**src/rtl/uart_rx_ctrl_if.sv**
```systemverilog
// Signal bundle between the RX pin/checker side and the UART receive frame sequencer.
// master = pin synchronizer and checkers side, slave = uart_rx_ctrl.
interface uart_rx_ctrl_if #(
  parameter int PRESCALE_W = 6
);
  logic                  RX_IN;
  logic                  PAR_EN;
  logic [PRESCALE_W-1:0] Prescale;
  logic                  strt_glitch;
  logic                  par_err;
  logic                  stp_err;
  logic [PRESCALE_W-1:0] edge_cnt;
  logic [3:0]            bit_counter;
  logic                  dat_samp_en;
  logic                  deser_en;
  logic                  strt_chk_en;
  logic                  par_chk_en;
  logic                  stp_chk_en;
  logic                  data_valid;
  logic                  frame_err;
  logic                  parity_err;

  modport master (
    output RX_IN, PAR_EN, Prescale, strt_glitch, par_err, stp_err,
    input  edge_cnt, bit_counter, dat_samp_en, deser_en, strt_chk_en,
           par_chk_en, stp_chk_en, data_valid, frame_err, parity_err
  );

  modport slave (
    input  RX_IN, PAR_EN, Prescale, strt_glitch, par_err, stp_err,
    output edge_cnt, bit_counter, dat_samp_en, deser_en, strt_chk_en,
           par_chk_en, stp_chk_en, data_valid, frame_err, parity_err
  );
endinterface

```
**src/rtl/uart_rx_ctrl.sv**
```systemverilog
// UART receive frame sequencer: start detect, oversample/bit counting, checker strobes, frame verdict.
// Define UART_RX_PARITY_EN to support an optional parity bit; otherwise frames are always 8N1.
module uart_rx_ctrl #(
  parameter int PRESCALE_W = 6
) (
  input logic           CLK,
  input logic           RST,
  uart_rx_ctrl_if.slave bus
);

  // state  | meaning
  // IDLE   | waiting for start edge, counters held at 0
  // START  | start bit, strt_chk_en on last edge
  // DATA   | data bits 1..8, deser_en on last edge of each
  // PARITY | parity bit, par_chk_en on last edge
  // STOP   | stop bit, stp_chk_en on last edge, verdict pulse follows in IDLE
  typedef enum logic [2:0] {
    IDLE,
    START,
    DATA,
`ifdef UART_RX_PARITY_EN
    PARITY,
`endif
    STOP
  } state_t;

  localparam logic [PRESCALE_W-1:0] ONE = PRESCALE_W'(1);

  state_t                state_q, state_d;
  logic [PRESCALE_W-1:0] edge_q, edge_d;
  logic [PRESCALE_W-1:0] ps_q, ps_d;
  logic [3:0]            bit_q, bit_d;
  logic                  samp_q, samp_d;
  logic                  strt_q, strt_d;
  logic                  deser_q, deser_d;
  logic                  stp_q, stp_d;
  logic                  dv_q, dv_d;
  logic                  fe_q, fe_d;
  logic                  last, last_d, ps_legal;
`ifdef UART_RX_PARITY_EN
  logic                  par_en_q, par_en_d;
  logic                  flag_q, flag_d;
  logic                  par_chk_q, par_chk_d;
  logic                  perr_q, perr_d;
`else
  logic                  unused_par_in;
  assign unused_par_in = bus.PAR_EN ^ bus.par_err;
`endif

  assign last     = (edge_q == ps_q - ONE);
  assign ps_legal = (bus.Prescale == PRESCALE_W'(8)) || (bus.Prescale == PRESCALE_W'(16)) ||
                    (bus.Prescale == PRESCALE_W'(32));

  always_comb begin
    state_d = state_q;
    edge_d  = last ? '0 : edge_q + ONE;
    bit_d   = bit_q;
    ps_d    = ps_q;
    dv_d    = 1'b0;
    fe_d    = 1'b0;
`ifdef UART_RX_PARITY_EN
    par_en_d = par_en_q;
    flag_d   = flag_q;
    perr_d   = 1'b0;
`endif
    case (state_q)
      IDLE: begin
        edge_d = '0;
        bit_d  = 4'd0;
`ifdef UART_RX_PARITY_EN
        flag_d = 1'b0;
`endif
        if (!bus.RX_IN && ps_legal) begin
          state_d = START;
          ps_d    = bus.Prescale;
`ifdef UART_RX_PARITY_EN
          par_en_d = bus.PAR_EN;
`endif
        end
      end
      START: if (last) begin
        if (bus.strt_glitch) begin
          state_d = IDLE;
          fe_d    = 1'b1;
        end else begin
          state_d = DATA;
          bit_d   = 4'd1;
        end
      end
      DATA: if (last) begin
        if (bit_q == 4'd8) begin
          bit_d = 4'd9;
`ifdef UART_RX_PARITY_EN
          state_d = par_en_q ? PARITY : STOP;
`else
          state_d = STOP;
`endif
        end else begin
          bit_d = bit_q + 4'd1;
        end
      end
`ifdef UART_RX_PARITY_EN
      PARITY: if (last) begin
        flag_d  = flag_q | bus.par_err;
        state_d = STOP;
        bit_d   = 4'd10;
      end
`endif
      STOP: if (last) begin
        state_d = IDLE;
        bit_d   = 4'd0;
        if (bus.stp_err) fe_d = 1'b1;
`ifdef UART_RX_PARITY_EN
        else if (flag_q) perr_d = 1'b1;
`endif
        else dv_d = 1'b1;
      end
      default: begin
        state_d = IDLE;
        edge_d  = '0;
        bit_d   = 4'd0;
      end
    endcase

    // Strobes are registered, so decode them from next-cycle state/count to align with edge_cnt.
    last_d  = (edge_d == ps_d - ONE);
    samp_d  = (state_d != IDLE);
    strt_d  = (state_d == START) && last_d;
    deser_d = (state_d == DATA) && last_d;
    stp_d   = (state_d == STOP) && last_d;
`ifdef UART_RX_PARITY_EN
    par_chk_d = (state_d == PARITY) && last_d;
`endif
  end

  always_ff @(posedge CLK) begin
    if (RST) begin
      state_q <= IDLE;
      edge_q  <= '0;
      ps_q    <= '0;
      bit_q   <= 4'd0;
      samp_q  <= 1'b0;
      strt_q  <= 1'b0;
      deser_q <= 1'b0;
      stp_q   <= 1'b0;
      dv_q    <= 1'b0;
      fe_q    <= 1'b0;
`ifdef UART_RX_PARITY_EN
      par_en_q  <= 1'b0;
      flag_q    <= 1'b0;
      par_chk_q <= 1'b0;
      perr_q    <= 1'b0;
`endif
    end else begin
      state_q <= state_d;
      edge_q  <= edge_d;
      ps_q    <= ps_d;
      bit_q   <= bit_d;
      samp_q  <= samp_d;
      strt_q  <= strt_d;
      deser_q <= deser_d;
      stp_q   <= stp_d;
      dv_q    <= dv_d;
      fe_q    <= fe_d;
`ifdef UART_RX_PARITY_EN
      par_en_q  <= par_en_d;
      flag_q    <= flag_d;
      par_chk_q <= par_chk_d;
      perr_q    <= perr_d;
`endif
    end
  end

  assign bus.edge_cnt    = edge_q;
  assign bus.bit_counter = bit_q;
  assign bus.dat_samp_en = samp_q;
  assign bus.deser_en    = deser_q;
  assign bus.strt_chk_en = strt_q;
  assign bus.stp_chk_en  = stp_q;
  assign bus.data_valid  = dv_q;
  assign bus.frame_err   = fe_q;
`ifdef UART_RX_PARITY_EN
  assign bus.par_chk_en  = par_chk_q;
  assign bus.parity_err  = perr_q;
`else
  assign bus.par_chk_en  = 1'b0;
  assign bus.parity_err  = 1'b0;
`endif

endmodule

```
**src/flat_wrapper.sv**
```systemverilog
// flat-port wrapper written by rule: the top's interface ports become plain ports
module uart_rx_ctrl_flat 
#(
  parameter int PRESCALE_W = 6
)
  (CLK, RST, bus_RX_IN, bus_PAR_EN, bus_Prescale, bus_strt_glitch, bus_par_err, bus_stp_err, bus_edge_cnt, bus_bit_counter, bus_dat_samp_en, bus_deser_en, bus_strt_chk_en, bus_par_chk_en, bus_stp_chk_en, bus_data_valid, bus_frame_err, bus_parity_err);
  uart_rx_ctrl_if #(.PRESCALE_W(PRESCALE_W)) bus_i ();
  input logic CLK;
  input logic RST;
  input wire logic [$bits(bus_i.RX_IN)-1:0] bus_RX_IN;
  input wire logic [$bits(bus_i.PAR_EN)-1:0] bus_PAR_EN;
  input wire logic [$bits(bus_i.Prescale)-1:0] bus_Prescale;
  input wire logic [$bits(bus_i.strt_glitch)-1:0] bus_strt_glitch;
  input wire logic [$bits(bus_i.par_err)-1:0] bus_par_err;
  input wire logic [$bits(bus_i.stp_err)-1:0] bus_stp_err;
  output wire logic [$bits(bus_i.edge_cnt)-1:0] bus_edge_cnt;
  output wire logic [$bits(bus_i.bit_counter)-1:0] bus_bit_counter;
  output wire logic [$bits(bus_i.dat_samp_en)-1:0] bus_dat_samp_en;
  output wire logic [$bits(bus_i.deser_en)-1:0] bus_deser_en;
  output wire logic [$bits(bus_i.strt_chk_en)-1:0] bus_strt_chk_en;
  output wire logic [$bits(bus_i.par_chk_en)-1:0] bus_par_chk_en;
  output wire logic [$bits(bus_i.stp_chk_en)-1:0] bus_stp_chk_en;
  output wire logic [$bits(bus_i.data_valid)-1:0] bus_data_valid;
  output wire logic [$bits(bus_i.frame_err)-1:0] bus_frame_err;
  output wire logic [$bits(bus_i.parity_err)-1:0] bus_parity_err;
  assign bus_i.RX_IN = bus_RX_IN;
  assign bus_i.PAR_EN = bus_PAR_EN;
  assign bus_i.Prescale = bus_Prescale;
  assign bus_i.strt_glitch = bus_strt_glitch;
  assign bus_i.par_err = bus_par_err;
  assign bus_i.stp_err = bus_stp_err;
  assign bus_edge_cnt = bus_i.edge_cnt;
  assign bus_bit_counter = bus_i.bit_counter;
  assign bus_dat_samp_en = bus_i.dat_samp_en;
  assign bus_deser_en = bus_i.deser_en;
  assign bus_strt_chk_en = bus_i.strt_chk_en;
  assign bus_par_chk_en = bus_i.par_chk_en;
  assign bus_stp_chk_en = bus_i.stp_chk_en;
  assign bus_data_valid = bus_i.data_valid;
  assign bus_frame_err = bus_i.frame_err;
  assign bus_parity_err = bus_i.parity_err;
  uart_rx_ctrl #(.PRESCALE_W(PRESCALE_W)) u_core (.CLK(CLK), .RST(RST), .bus(bus_i));
endmodule
```
**config.mk**
```make
export PLATFORM = sky130hd
export DESIGN_NAME = uart_rx_ctrl_flat
export DESIGN_NICKNAME = d
export VERILOG_FILES = /design/src/rtl/uart_rx_ctrl_if.sv /design/src/rtl/uart_rx_ctrl.sv /design/src/flat_wrapper.sv
export SDC_FILE = /design/constraint.sdc
export NUM_CORES = 1
export LEC_CHECK = 0
export ABC_AREA = 1
export ABC_CLOCK_PERIOD_IN_PS = 2300
export BUFFER_PORTS_ARGS = -buffer_cell sky130_fd_sc_hd__buf_2
export CAP_MARGIN = 30
export CORE_ASPECT_RATIO = 0.75
export CORE_UTILIZATION = 55
export DETAILED_ROUTE_END_ITERATION = 8
export GPL_TIMING_DRIVEN = 0
export PLACE_DENSITY_LB_ADDON = 0.25
export REMOVE_ABC_BUFFERS = 1
export SLEW_MARGIN = 40
export SYNTH_ARGS = -nofsm -noshare
export SYNTH_HDL_FRONTEND = slang
export SYNTH_SLANG_ARGS = --single-unit
```
**constraint.sdc**
```tcl
create_clock -name CLK -period 2.3 [get_ports CLK]
set_clock_uncertainty 0.05 [all_clocks]
set_input_delay 0.23 -clock CLK [delete_from_list [all_inputs] [get_ports CLK]]
set_output_delay 0.23 -clock CLK [all_outputs]
set_load 0.01 [all_outputs]
```
======== After elaboration in Yosys (flattened, before gate mapping) ========
Index checks and enable logic that the tools add are counted.
storage, ports and cells
  word-level logic and storage cells ...... 67
  output and inout bits ................... 18
  register bits ........................... 25
  input bits .............................. 13
cells by class
  bitwise logic cells ..................... 2
  equal/unequal tests ..................... 16
  mux-type cells .......................... 23
  $add $sub $neg .......................... 4
  reductions and logical operators ........ 12
operators with widths
  operator                                             number
  2-to-1 mux 6 bit                                     4
  2-to-1 mux 4 bit                                     5
  2-to-1 mux 3 bit                                     5
  equality test 3 x 2 -> 1 bit, second input constant  4
  equality test 6 bit                                  2
  case mux 3 bit (4 select lines)                      1
  case mux 4 bit (3 select lines)                      1
  subtractor 6 x 1 -> 6 bit, second input constant     2
  adder 6 x 1 -> 6 bit, second input constant          1
  equality test 3 x 1 -> 1 bit, second input constant  2
  equality test 6 x 4 -> 1 bit, second input constant  1
  equality test 6 x 5 -> 1 bit, second input constant  1
  equality test 6 bit, second input constant           1
  != test 2 x 1 -> 1 bit, second input constant        3
  OR reduction 3 bit                                   2
  2-to-1 mux 1 bit                                     5
  adder 4 x 1 -> 4 bit, second input constant          1
  equality test 4 bit, second input constant           1
  logical AND 1 bit                                    4
  AND reduction 4 bit                                  1
  logical NOT 3 bit                                    1
  nonzero test 3 bit                                   1
  logical OR 1 bit                                     2
  2-to-1 mux 2 bit                                     1
  4 further kinds                                      5

======== Logic depth before layout (Yosys ltp) ========
Gate-level depths: netlist of the first run.
  depth after elaboration ................. 9
  gate-level depth with buffers ........... 17
  mapped depth without buffers ............ 17

======== Least setup slack after synthesis of the first run ========
OpenSTA, ideal clock, no wires.
  path kind ............................... flip-flop to flip-flop
  start point ............................. reg u_core.ps_q[0]
  end point ............................... reg u_core.bit_q[2], in the netlist u_core.bus.bit_counter[2]
  required time ........................... 2.132 ns
  period minus slack after synthesis ...... 1.945 ns
  path slack .............................. 0.355 ns
  cell stages (with the launch flop) ...... 12
  data arrival time ....................... 1.777 ns
  path buffers ............................ 1
  setup time .............................. 0.118 ns
  path through ............................ dfxtp_1 > inv_2 > ha_1 > xor2_1 > nand3_1 > nor2_4 > nand3_4 > buf_6 > o21bai_2 > nand2_2 > o21ai_1 > a21oi_2
on the way
  cells in the longest elaborated chain, start to end .. 4
  elaborated cells between the ends (all ways) .. 6
  those cells by class .................... add/sub: 1; eq/ne: 4; reduce/logical: 1
RTL lines
  element                           line                 text
  from (decl)                       uart_rx_ctrl.sv:31   logic [PRESCALE_W-1:0] ps_q, ps_d;
  from (signal assigned)            uart_rx_ctrl.sv:157  ps_q <= ps_d;
  subtractor 6 x 1 -> 6 bit *       uart_rx_ctrl.sv:50   assign last = (edge_q == ps_q - ONE);
  equality test 6 bit *             uart_rx_ctrl.sv:50
  != test 2 x 1 -> 1 bit (no line)  n/a
  AND reduction 4 bit (no line) *   n/a
  to (signal assigned)              uart_rx_ctrl.sv:158  bit_q <= bit_d;
  to (decl)                         uart_rx_ctrl.sv:32   logic [3:0] bit_q, bit_d;
Every way passes the cells marked *; elsewhere a longest branch is shown, timed or not.
A chain may end at the register's enable or synchronous reset.

======== Worst setup path in the final report of the first run ========
  start point ............................. reg u_core.ps_q[0]
  end point ............................... reg u_core.stp_q, in the netlist u_core.bus.stp_chk_en
on the way
  cells in the longest elaborated chain, start to end .. 6
  elaborated cells between the ends (all ways) .. 14
  those cells by class .................... add/sub: 2; eq/ne: 3; mux: 8; reduce/logical: 1
RTL lines
  element                                                              line                                      text
  subtractor 6 x 1 -> 6 bit                                            uart_rx_ctrl.sv:50
  equality test 6 bit                                                  uart_rx_ctrl.sv:50
  2-to-1 mux 3 bit, or another cell as far along                       uart_rx_ctrl.sv:109                       STOP: if (last) begin
  case mux 3 bit (4 select lines) or 2-to-1 mux 6 bit (tied branches)  uart_rx_ctrl.sv:66                        case (state_q)
  equality test 3 x 2 -> 1 bit or equality test 6 bit (tied branches)  uart_rx_ctrl.sv:130, uart_rx_ctrl.sv:126
  logical AND 1 bit *                                                  uart_rx_ctrl.sv:130                       stp_d = (state_d == STOP) && last_d;
  to (signal assigned)                                                 uart_rx_ctrl.sv:162                       stp_q <= stp_d;
  to (decl)                                                            uart_rx_ctrl.sv:36                        logic stp_q, stp_d;
Marked as above.

==> summary.log, run 1 <==
[floorplanning] initial cell density of the core 61.1%
[floorplanning] Die H 50.0 um
[logic_synthesis] mean cell area of the mapped netlist 6.51 um^2
[critical_path] biggest fanout along the worst timing path 7
[sta] Fin Setup TNS 0 ps
[power] Pwr per Cell Area 375 nW/um^2
[critical_path] worst r2r dst u_core.bus.stp_chk_en
[cts] CTS H-tree lvls 1
[cts] clock tree from TritonCTS built
[logic_synthesis] sequential fraction of the synthesis area 29.7%
[sta] Fmax 457 MHz
[cts] CTS hold repair buffers 0
[placed_design] sum of net half-perimeters after detailed placement 2.74 mm
[logic_synthesis] main area contributors after synthesis dfxtp_1 30%, nand2_1 17%, inv_1 8.0%
[logic_synthesis] top_reg_cell synth dfxtp_1
[min_path] Hold WC Path Type input pin to flop
[logic_synthesis] Post-Syn Area 1690 um^2
[global_route] final global-route overflow total 0
[placed_design] RD Place Congestion 0.832
[sta] final worst path period need 2190 ps
[power] Total Power 0.756 mW
[cts] largest buffer count on any clock path 2
[floorplanning] Cell Rows 16
[global_route] initial antenna violation count 0
[critical_path] setup slack on the worst flop-to-flop path 110 ps
[logic_synthesis] synthesis warning total 0
[cts] clock tree sinks 25
[critical_path] crit path capture type flop
[critical_path] Critical Path AT 2350 ps
[global_route] largest net degree at the start of global routing 17
[min_path] worst hold endpoint u_core.bus.data_valid
[power] Worst VDD drop 278 uV
[logic_synthesis] count of cell types in the netlist 34
[power] leakage 1.01 nW
[logic_synthesis] number of synthesized flops with an enable pin 0
[final_layout] Area growth, synth to finish 19.6%
[logic_synthesis] area leader, netlist dfxtp_1
[critical_path] launch point of the worst reg-to-reg path u_core.ps_q[0]
[logic_synthesis] async set-reset flop share out of synthesis 0%
[sta] number of hold violations in the final report 0
[logic_synthesis] synthesized instance count 259
[sta] Final Cycle Share 95.1%
[final_layout] number of nets in the layout 316
[route] number of search-and-repair iterations in the first detailed-routing pass 4
[sta] slew at the pin closest to its max-slew limit 739 ps
[sta] Slew Limit Headroom 50.2%
[route] antenna-violating nets left 0
[sta] worst hold-check slack 172 ps
[floorplanning] die extent in x 65.9 um
[critical_path] Worst Reg-to-Reg Cells 12
[floorplanning] number of placed I/O pins 31
[status] status completed
[placed_design] Port Buf Inserts 26
[logic_synthesis] number of synthesized register bits 25
[global_route] all-layer global routing usage 23.1%
[final_layout] final design utilization 73.0%
[route] routed wirelength normalized by instance count 11.6 um
[global_route] via count of the first global-routing pass 1,353
[cts] TritonCTS Buffers 3
[cts] clock latency reported for the late side of the worst-skew pair 280 ps
[min_path] hold path startpoint bus_stp_err
[critical_path] kind of critical path flop to flop
[route] total number of vias 1,682
[flow_run] Max Cap Violations 0
[logic_synthesis] portion of synthesized cell area occupied by the leading cell type 29.7%
[floorplanning] core region area 2760 um^2
[route] violation count after the first detailed-route iteration 157
[sta] final-report max-slew violation count 0
[route] drc violations 0
[floorplanning] DIE AREA 3290 um^2
[sta] Setup Viol. Count Final 0
[cts] buffer cell driving the clock tree root clkbuf_8
[cts] clock slew seen by the registers of the worst setup and hold paths 100 ps
[critical_path] type of element launching the critical path flop
[min_path] hold-critical path depth 4
[route] via-per-instance ratio 5.05
[critical_path] worst endpoint required time 2460 ps
[global_route] first-pass GRT wire length 5.84 mm
[route] routed wire length 3.85 mm
[final_layout] antenna cells 0
[final_layout] layout cells sized above 1 26.6%
[how the worst max path moves through the flow]
stage | from | cells past startpoint | slack (ps) | endpoint
floorplan | u_core.ps_q[0] | 10 | 390 | u_core.bus.bit_counter[2]
global route | u_core.state_q[1] | 14 | -50 | u_core.bus.deser_en
CTS | u_core.ps_q[0] | 13 | 10 | u_core.bus.stp_chk_en
finish | u_core.ps_q[0] | 12 | 110 | u_core.bus.stp_chk_en
detailed placement | u_core.ps_q[0] | 13 | 50 | u_core.bus.stp_chk_en
global placement | u_core.ps_q[0] | 13 | 110 | u_core.bus.deser_en
[metal layers]
| layer | vias up | share of wire, % | track usage (%) |
|---|---|---|---|
| met5 | - | 0 | 0 |
| met4 | 0 | 0.75 | 3.55 |
| met3 | 4 | 7.4 | 6.71 |
| met2 | 51 | 43 | 33.2 |
| met1 | 747 | 49 | 34.2 |
| li1 | 880 | - | - |
[logic make-up (layout without fill, tap and decap cells)]
family,Yosys count,after routing,share of synthesized area (%)
compound gates,21,21,8.46
xor+xnor,6,6,3.56
fa+ha+maj,5,5,3.71
buf+inv,49,84,11.8
flops,25,25,29.7
other cells,1,3,0.222
simple gates,152,153,42.6
[placed cells by master (no fill, tap or decap), types with 2 or more instances in the layout]
cell,synthesis,routed
nand2_1,75,71
inv_1,36,36
nor2_1,33,32
buf_2,0,26
dfxtp_1,25,23
nand3_1,19,18
buf_4,2,9
inv_2,8,7
nand2_2,4,6
o21ai_1,6,6
nor2_4,4,4
nand3b_1,4,4
nand3_2,3,4
ha_1,5,4
nor2_2,2,3
nand3_4,2,3
nand2_4,1,3
o21ai_0,4,3
xor2_1,3,3
a21oi_1,3,3
nand4_1,3,3
conb_1,1,3
clkbuf_8,0,3
xnor2_1,2,2
nor3_1,2,2
o2111ai_1,2,2
dfxtp_4,0,2
[metrics by stage]
| step | cells | setup WS (ps) | cell area, um^2 |
|---|---|---|---|
| after CTS | 323 | 11.9 | 1890 |
| after floorplan | 257 | 386 | 1660 |
| after global placement | 319 | 109 | 1840 |
| final | 333 | 112 | 2020 |
| after detailed placement | 319 | 50.9 | 1840 |
| after global routing | 333 | -51.0 | 2020 |
[registers in the layout, indices dropped and copies added, names as in the netlist]
signal,cells
u_core.bus.dat_samp_en,1
u_core.bus.edge_cnt,6
u_core.ps_q,6
u_core.bus.strt_chk_en,1
u_core.bus.bit_counter,4
u_core.bus.deser_en,1
u_core.bus.frame_err,1
u_core.bus.data_valid,1
u_core.bus.stp_chk_en,1
u_core.state_q,3
[critical path, stage by stage (launching register included)]
cell and delay [ps]:
dfxtp_4 380, inv_4 50, ha_2 310, xor2_1 140
nand3_1 130, nor2_4 150, buf_4 140, nand3_4 130
o211ai_2 260, nand3_2 140, inv_2 80, nand2_1 50
nor2_1 100
[cell usage after synthesis, types with 4 or more instances]
library cell / instances
nor2_4: 4
inv_1: 36
ha_1: 5
nor2_1: 33
nand3b_1: 4
nand2_1: 75
o21ai_1: 6
nand2_2: 4
nand3_1: 19
o21ai_0: 4
dfxtp_1: 25
inv_2: 8
[repair_timing]
| item | in CTS | in global routing |
|---|---|---|
| setup buffers | 0 | 9 |
| gates resized for setup | 0 | 17 |
| endpoints found under the setup margin | 0 | 9 |
[report_power, final]
part	switching, mW	total (mW)	internal (mW)
clock network	0.151	0.274	0.123
logic	0.0323	0.0480	0.0157
registers	0.00171	0.433	0.432
total	0.185	0.756	0.571
[layout make-up]
cell class,instances,area [um^2]
multi-input combinational,188,1050
fill,223,746
sequential,25,508
timing repair buffer,35,198
inverter,45,171
tap,36,45.0
clock buffer,3,41.3
clock inverter,1,7.51
Note: power is estimated with default switching activity, not from simulation.
==> inputs of run 2 (changes only) <==
--- a/config.mk
+++ b/config.mk
@@ -15,6 +15,7 @@
 export GPL_TIMING_DRIVEN = 0
 export PLACE_DENSITY_LB_ADDON = 0.25
 export REMOVE_ABC_BUFFERS = 1
+export SETUP_SLACK_MARGIN = 0.15
 export SLEW_MARGIN = 40
 export SYNTH_ARGS = -nofsm -noshare
 export SYNTH_HDL_FRONTEND = slang
==> run 2 against run 1 <==
Via count shrank 0.95%. Worst hold slack got worse by 5.4 ps. Maximum frequency grew 3.5%. Count of clock-buffer cells in the layout is the same. Combinational power is 7.3% higher. Sequential cell count is the same. Sequential power is essentially flat. Design area grew 2.2%. Utilization increased by 1.6 points. Register-to-register slack improved by 70 ps. Critical path type unchanged. Largest cell class unchanged. Highest routed layer unchanged.
==> summary.log, run 2 (synthesized netlist as in run 1, its figures left out) <==
[critical_path] worst endpoint required time 2470 ps [about the same]
[power] fraction of power consumed by the clock network 36.2% [about the same]
[global_route] initial antenna violation count 0 [unchanged]
[sta] Fin Setup TNS 0 ps [unchanged]
[route] total number of vias 1,666 [-0.95%]
[power] switching power share of the total 24.6% [+0.12 points]
[critical_path] crit path capture type flop
[placed_design] Port Buf Inserts 26 [unchanged]
[sta] final worst path period need 2110 ps [-74.1 ps]
[power] Pwr per Cell Area 369 nW/um^2 [-1.6%]
[global_route] final global-route overflow total 0 [unchanged]
[floorplanning] Cell Rows 16 [unchanged]
[cts] clock slew seen by the registers of the worst setup and hold paths 100 ps [about the same]
[cts] clock latency reported for the late side of the worst-skew pair 280 ps [about the same]
[cts] CTS H-tree lvls 1 [unchanged]
[route] routed wire length 3.93 mm [+2.1%]
[flow_run] Max Cap Violations 0 [unchanged]
[placed_design] number of placed instances with taps included 319 [unchanged]
[sta] final-report max-slew violation count 0 [unchanged]
[power] leakage 1.02 nW [+1.2%]
[route] antenna-violating nets left 0 [unchanged]
[sta] RSZ-0062 raised after global routing yes
[cts] TritonCTS Buffers 3 [unchanged]
[final_layout] number of nets in the layout 317 [+0.32%]
[sta] number of hold violations in the final report 0 [unchanged]
[route] drc violations 0 [unchanged]
[floorplanning] initial cell density of the core 61.1% [unchanged]
[cts] largest buffer count on any clock path 2 [unchanged]
[cts] clock tree from TritonCTS built
[floorplanning] Die H 50.0 um [unchanged]
[sta] Setup Viol. Count Final 0 [unchanged]
[final_layout] antenna cells 0 [unchanged]
[cts] buffer cell driving the clock tree root clkbuf_8
[critical_path] kind of critical path flop to flop
[global_route] largest net degree at the start of global routing 16 [-1]
[critical_path] type of element launching the critical path flop
[floorplanning] number of placed I/O pins 31 [unchanged]
[sta] slew at the pin closest to its max-slew limit 778 ps [+39.1 ps]
[floorplanning] core region area 2760 um^2 [unchanged]
[final_layout] final non-filler cell total 334 [+0.30%]
[floorplanning] die extent in x 65.9 um [unchanged]
[final_layout] commonest cells after routing, fill and taps aside 68 x nand2_1, 35 x inv_1, 29 x nor2_1, 26 x buf_2, 21 x dfxtp_1
[route] violation count after the first detailed-route iteration 122 [-22%]
[min_path] Hold WC Path Type input pin to flop
[final_layout] Area growth, synth to finish 22.2%
[placed_design] RD Place Congestion 0.832 [unchanged]
[route] number of search-and-repair iterations in the first detailed-routing pass 4 [unchanged]
[cts] clock tree sinks 25 [unchanged]
[critical_path] biggest fanout along the worst timing path 7 [unchanged]
[power] reported net switching power 0.187 mW [+1.0%]
[global_route] first-pass GRT wire length 5.95 mm [+2.0%]
[power] Worst VDD drop 275 uV [-1.2%]
[sta] worst hold-check slack 167 ps [-5.35 ps]
[global_route] via count of the first global-routing pass 1,378 [+1.8%]
[global_route] all-layer global routing usage 23.6% [+0.53 points]
[sta] Slew Limit Headroom 47.6% [-2.6 points]
[final_layout] commonest non-fill, non-tap cell in the layout nand2_1
[power] share of power burned in combinational logic 6.8% [+0.5 points]
[critical_path] Critical Path AT 2280 ps [-70 ps]
[placed_design] sum of net half-perimeters after detailed placement 2.74 mm [unchanged]
[floorplanning] DIE AREA 3290 um^2 [unchanged]
[power] share of total power in sequential cells 57.0% [-0.3 points]
[sta] Fmax 473 MHz [+3.5%]
[status] status completed
[final_layout] layout cells sized above 1 29.5% [+2.9 points]
[sta] Final Cycle Share 91.9% [-3.2 points]
[power] Int Pwr 0.573 mW [+0.42%]
[route] routed wirelength normalized by instance count 11.8 um [+1.8%]
[route] via-per-instance ratio 4.99 [-1.2%]
## run 2: final cells by class
| class | count | area [um^2] |
|---|---|---|
| multi-input combinational | 188 | 1080 |
| sequential | 25 | 510 |
| tap | 36 | 45.0 |
| fill | 203 | 702 |
| clock buffer | 3 | 41.3 |
| inverter | 45 | 174 |
| timing repair buffer | 36 | 205 |
| clock inverter | 1 | 7.51 |
## run 2: layer usage
metal | up-vias | part of all wire, % | GRT usage, %
met3 | 6 | 6.9 | 6.71
met5 | - | 0 | 0
met2 | 57 | 44 | 34.4
met1 | 721 | 48 | 34.3
li1 | 882 | - | -
met4 | 0 | 1.2 | 4.61
## run 2: worst max-delay path, cell delays in order (launching register included)
cell	delay, ps
dfxtp_1	350
nor2_2	150
nand2_1	100
nor2_4	170
nand3_4	150
nand2_4	110
ha_1	180
nand3b_1	130
nand2_1	80
inv_1	60
nand2_1	40
nand2_1	50
nand2_1	60
nor2_2	140
nand3_2	130
nor2_1	110
## run 2: final timing paths
kind | from | endpoint | slack, ps | cells after the start
worst min register to register | u_core.ps_q[1] | u_core.ps_q[1] | 450 | 2
worst min-delay path | bus_stp_err | u_core.bus.data_valid | 170 | 4
worst max register to register | u_core.state_q[2] | u_core.bus.strt_chk_en | 190 | 15
worst max-delay path | u_core.state_q[2] | u_core.bus.strt_chk_en | 190 | 15
## run 2: stage by stage
stage	setup WS, ps	cell area, um^2	util, %	power [mW]
final	186	2060	74.6	0.760
after global routing	36.9	2060	74.6	0.789
after CTS	152	1910	69.2	0.758
after detailed placement	50.9	1840	66.6	0.491
after global placement	109	1840	66.6	0.490
after floorplan	386	1660	-	0.472
## run 2: power by group through the flow
stage / Combinational (mW) / Clock [mW] / Sequential (mW)
floorplan: 0.0261 / 0 / 0.446
CTS: 0.0460 / 0.276 / 0.436
finish: 0.0515 / 0.275 / 0.433
global route: 0.0568 / 0.298 / 0.434
detailed placement: 0.0454 / 0 / 0.446
global placement: 0.0447 / 0 / 0.446
## run 2: timing repair
item | in CTS | in global routing
gates cloned | 1 | 0
hold buffers | 0 | 0
pin swaps | 2 | 13
setup endpoints to repair | 8 | 9
resized for setup | 3 | 24
setup buffers | 1 | 9
==> inputs of run 3 (changes only) <==
--- a/config.mk
+++ b/config.mk
@@ -10,7 +10,7 @@
 export BUFFER_PORTS_ARGS = -buffer_cell sky130_fd_sc_hd__buf_2
 export CAP_MARGIN = 30
 export CORE_ASPECT_RATIO = 0.75
-export CORE_UTILIZATION = 55
+export CORE_UTILIZATION = 25
 export DETAILED_ROUTE_END_ITERATION = 8
 export GPL_TIMING_DRIVEN = 0
 export PLACE_DENSITY_LB_ADDON = 0.25
==> run 3 against run 2 <==
Setup slack improved by 56 ps. First-iteration DRC count decreased by 50%. Clock power about the same. Combinational power decreased by 0.8%. Final cell count increased by 13%. Die area increased by 110%. Worst hold slack improved by 22 ps. Sequential share of layout area decreased by 0.95 points. Design area increased by 4.2%. Critical path type unchanged. Largest cell class unchanged. Largest power group unchanged.
==> summary.log, run 3 (synthesized netlist as in run 1, its figures left out) <==
[sta] Fmax 486 MHz [+2.7%]
[cts] clock latency reported for the late side of the worst-skew pair 270 ps [about the same]
[sta] number of hold violations in the final report 0 [unchanged]
[placed_design] sum of net half-perimeters after detailed placement 3.11 mm [+14%]
[critical_path] critical path depth in cells 13 [-2]
[floorplanning] core region area 6410 um^2 [+130%]
[cts] CTS hold repair buffers 0 [unchanged]
[critical_path] termination of the worst setup path u_core.bus.strt_chk_en
[sta] Slew Limit Headroom 57.1% [+9.5 points]
[critical_path] biggest fanout along the worst timing path 5 [-2]
[critical_path] type of element launching the critical path flop
[final_layout] number of nets in the layout 317 [unchanged]
[global_route] first-pass GRT wire length 6.77 mm [+14%]
[cts] TritonCTS Buffers 3 [unchanged]
[sta] RSZ-0062 raised after global routing yes
[route] antenna-violating nets left 0 [unchanged]
[sta] Worst Slack Setup Final 242 ps [+56.2 ps]
[critical_path] kind of cell adding the most delay to the critical path simple AND/OR/NAND/NOR gates
[placed_design] number of placed instances with taps included 364 [+14%]
[sta] Final Cycle Share 89.5% [-2.4 points]
[route] number of search-and-repair iterations in the first detailed-routing pass 4 [unchanged]
[critical_path] number of buffer and inverter instances along the worst setup path 1 [unchanged]
[critical_path] Critical Path AT 2230 ps [-50 ps]
[route] routed wire length 4.23 mm [+7.6%]
[final_layout] Area growth, synth to finish 27.4%
[sta] Setup Viol. Count Final 0 [unchanged]
[global_route] via count of the first global-routing pass 1,416 [+2.8%]
[status] status completed
[final_layout] commonest non-fill, non-tap cell in the layout nand2_1
[cts] clock tree sinks 25 [unchanged]
[global_route] final global-route overflow total 0 [unchanged]
[final_layout] number of filler instances in the final layout 687 [+240%]
[cts] clock slew seen by the registers of the worst setup and hold paths 90 ps [about the same]
[sta] worst hold-check slack 189 ps [+22.3 ps]
[floorplanning] Cell Rows 25 [+9]
[placed_design] Worst Setup Slack post-DPL 23.3 ps [-27.6 ps]
[min_path] Hold WC Path Type input pin to flop
[critical_path] launch point of the worst reg-to-reg path u_core.ps_q[1]
[final_layout] final non-filler cell total 379 [+13%]
[critical_path] most frequent CP cell nand2_1
[global_route] largest net degree at the start of global routing 15 [-1]
[critical_path] CP max-delay cell dfxtp_4
[cts] largest buffer count on any clock path 2 [unchanged]
[critical_path] ordered list of cells on the worst path inv_2 > ha_4 > xor2_1 > nand3_1 > nor2_4 > nand3_2 > nand2_1 > nand2_1 > nand2_1 > nand2_1 > nor2_2 > nand3_2 > nor2_1
[critical_path] worst stage delay on the critical path 390 ps [+40 ps]
[final_layout] commonest cells after routing, fill and taps aside 67 x nand2_1, 35 x inv_1, 31 x nor2_1, 26 x buf_2, 20 x dfxtp_1
[final_layout] antenna cells 0 [unchanged]
[route] drc violations 0 [unchanged]
[route] routed wirelength normalized by instance count 11.1 um [-5.2%]
[placed_design] RD Place Congestion 0.726 [-13%]
[final_layout] layout cells sized above 1 30.9% [+1.3 points]
[floorplanning] number of placed I/O pins 31 [unchanged]
[floorplanning] initial cell density of the core 26.3% [-35 points]
[floorplanning] die extent in x 96.8 um [+47%]
[global_route] all-layer global routing usage 12.0% [-12 points]
[floorplanning] DIE AREA 7080 um^2 [+110%]
[power] leakage 1.03 nW [+0.54%]
[critical_path] kind of critical path flop to flop
[critical_path] Worst Reg-to-Reg Cells 13 [-2]
[critical_path] crit path capture type flop
[critical_path] worst endpoint required time 2470 ps [about the same]
[critical_path] worst r2r dst u_core.bus.strt_chk_en
[sta] Fin Setup TNS 0 ps [unchanged]
[sta] slew at the pin closest to its max-slew limit 637 ps [-141 ps]
[route] total number of vias 1,635 [-1.9%]
[floorplanning] Die H 73.1 um [+46%]
[sta] final worst path period need 2060 ps [-56.2 ps]
[cts] CTS H-tree lvls 1 [unchanged]
[global_route] initial antenna violation count 0 [unchanged]
[critical_path] launch point of the critical path u_core.ps_q[1]
[power] Pwr per Cell Area 354 nW/um^2 [-4.0%]
[route] violation count after the first detailed-route iteration 61 [-50%]
[placed_design] Port Buf Inserts 26 [unchanged]
[flow_run] Max Cap Violations 0 [unchanged]
[critical_path] setup slack on the worst flop-to-flop path 240 ps [+60 ps]
[cts] clock tree from TritonCTS built
[power] Worst VDD drop 229 uV [-17%]
[sta] final-report max-slew violation count 0 [unchanged]
[route] via-per-instance ratio 4.31 [-14%]
[cts] buffer cell driving the clock tree root clkbuf_8
## run 3: cell types whose count changed in the layout (fill, tap and decap cells not counted), moves of 2 or more
cell	before	now
nor2_2	6	2
o21ai_1	6	3
buf_4	10	8
buf_6	0	2
nand3_2	3	5
nor2_1	29	31
nor2_4	4	6
o21ai_2	1	3
## run 3: worst register-to-register path, stage by stage, from the launching register on
cell and delay (ps):
dfxtp_4 390, inv_2 50, ha_4 250, xor2_1 120
nand3_1 130, nor2_4 190, nand3_2 170, nand2_1 120
nand2_1 50, nand2_1 50, nand2_1 70, nor2_2 140
nand3_2 100, nor2_1 110
## run 3: repair_timing
item                       in CTS  in global routing
setup buffers                   6                  4
cloned                          0                  1
setup endpoints to repair       4                  9
pin swaps                       3                  9
gates resized for setup         7                 28
## run 3: layout make-up
class                      count  area, um^2  area share [%]
timing repair buffer          36         213            9.90
inverter                      45         174            8.10
sequential                    25         512            23.8
clock inverter                 1        5.00           0.233
multi-input combinational    188        1100            51.3
clock buffer                   3        41.3            1.92
tap                           81         101            4.72
## run 3: per-layer routing
layer | up-vias | GRT usage (%) | share of wire (%)
met4 | 0 | 2.99 | 0.95
met5 | - | 0 | 0
li1 | 879 | - | -
met3 | 7 | 2.59 | 5.2
met1 | 714 | 18.0 | 54
met2 | 35 | 17.1 | 40
## run 3: worst min path at each step
stage,startpoint,to,slack [ps],cells after the start
after floorplan,RST,u_core.ps_q[3],250,1
after global placement,u_core.bus.bit_counter[2],u_core.bus.bit_counter[2],450,2
after detailed placement,u_core.bus.bit_counter[2],u_core.bus.bit_counter[2],460,2
after CTS,bus_stp_err,u_core.bus.data_valid,190,4
after global routing,bus_stp_err,u_core.bus.data_valid,190,4
final,bus_stp_err,u_core.bus.data_valid,190,4
## run 3: where the power goes
part | switching [mW] | internal, mW | leakage, nW
clock network | 0.154 | 0.122 | 0.0255
registers | 0.00224 | 0.432 | 0.204
logic | 0.0337 | 0.0174 | 0.799
## run 3: stage by stage
step / util (%) / total power, mW / area, um^2
after global placement: 29.6 / 0.492 / 1900
final: 33.5 / 0.761 / 2150
after floorplan: - / 0.472 / 1660
after global routing: 33.5 / 0.799 / 2150
after CTS: 31.3 / 0.765 / 2010
after detailed placement: 29.6 / 0.492 / 1900
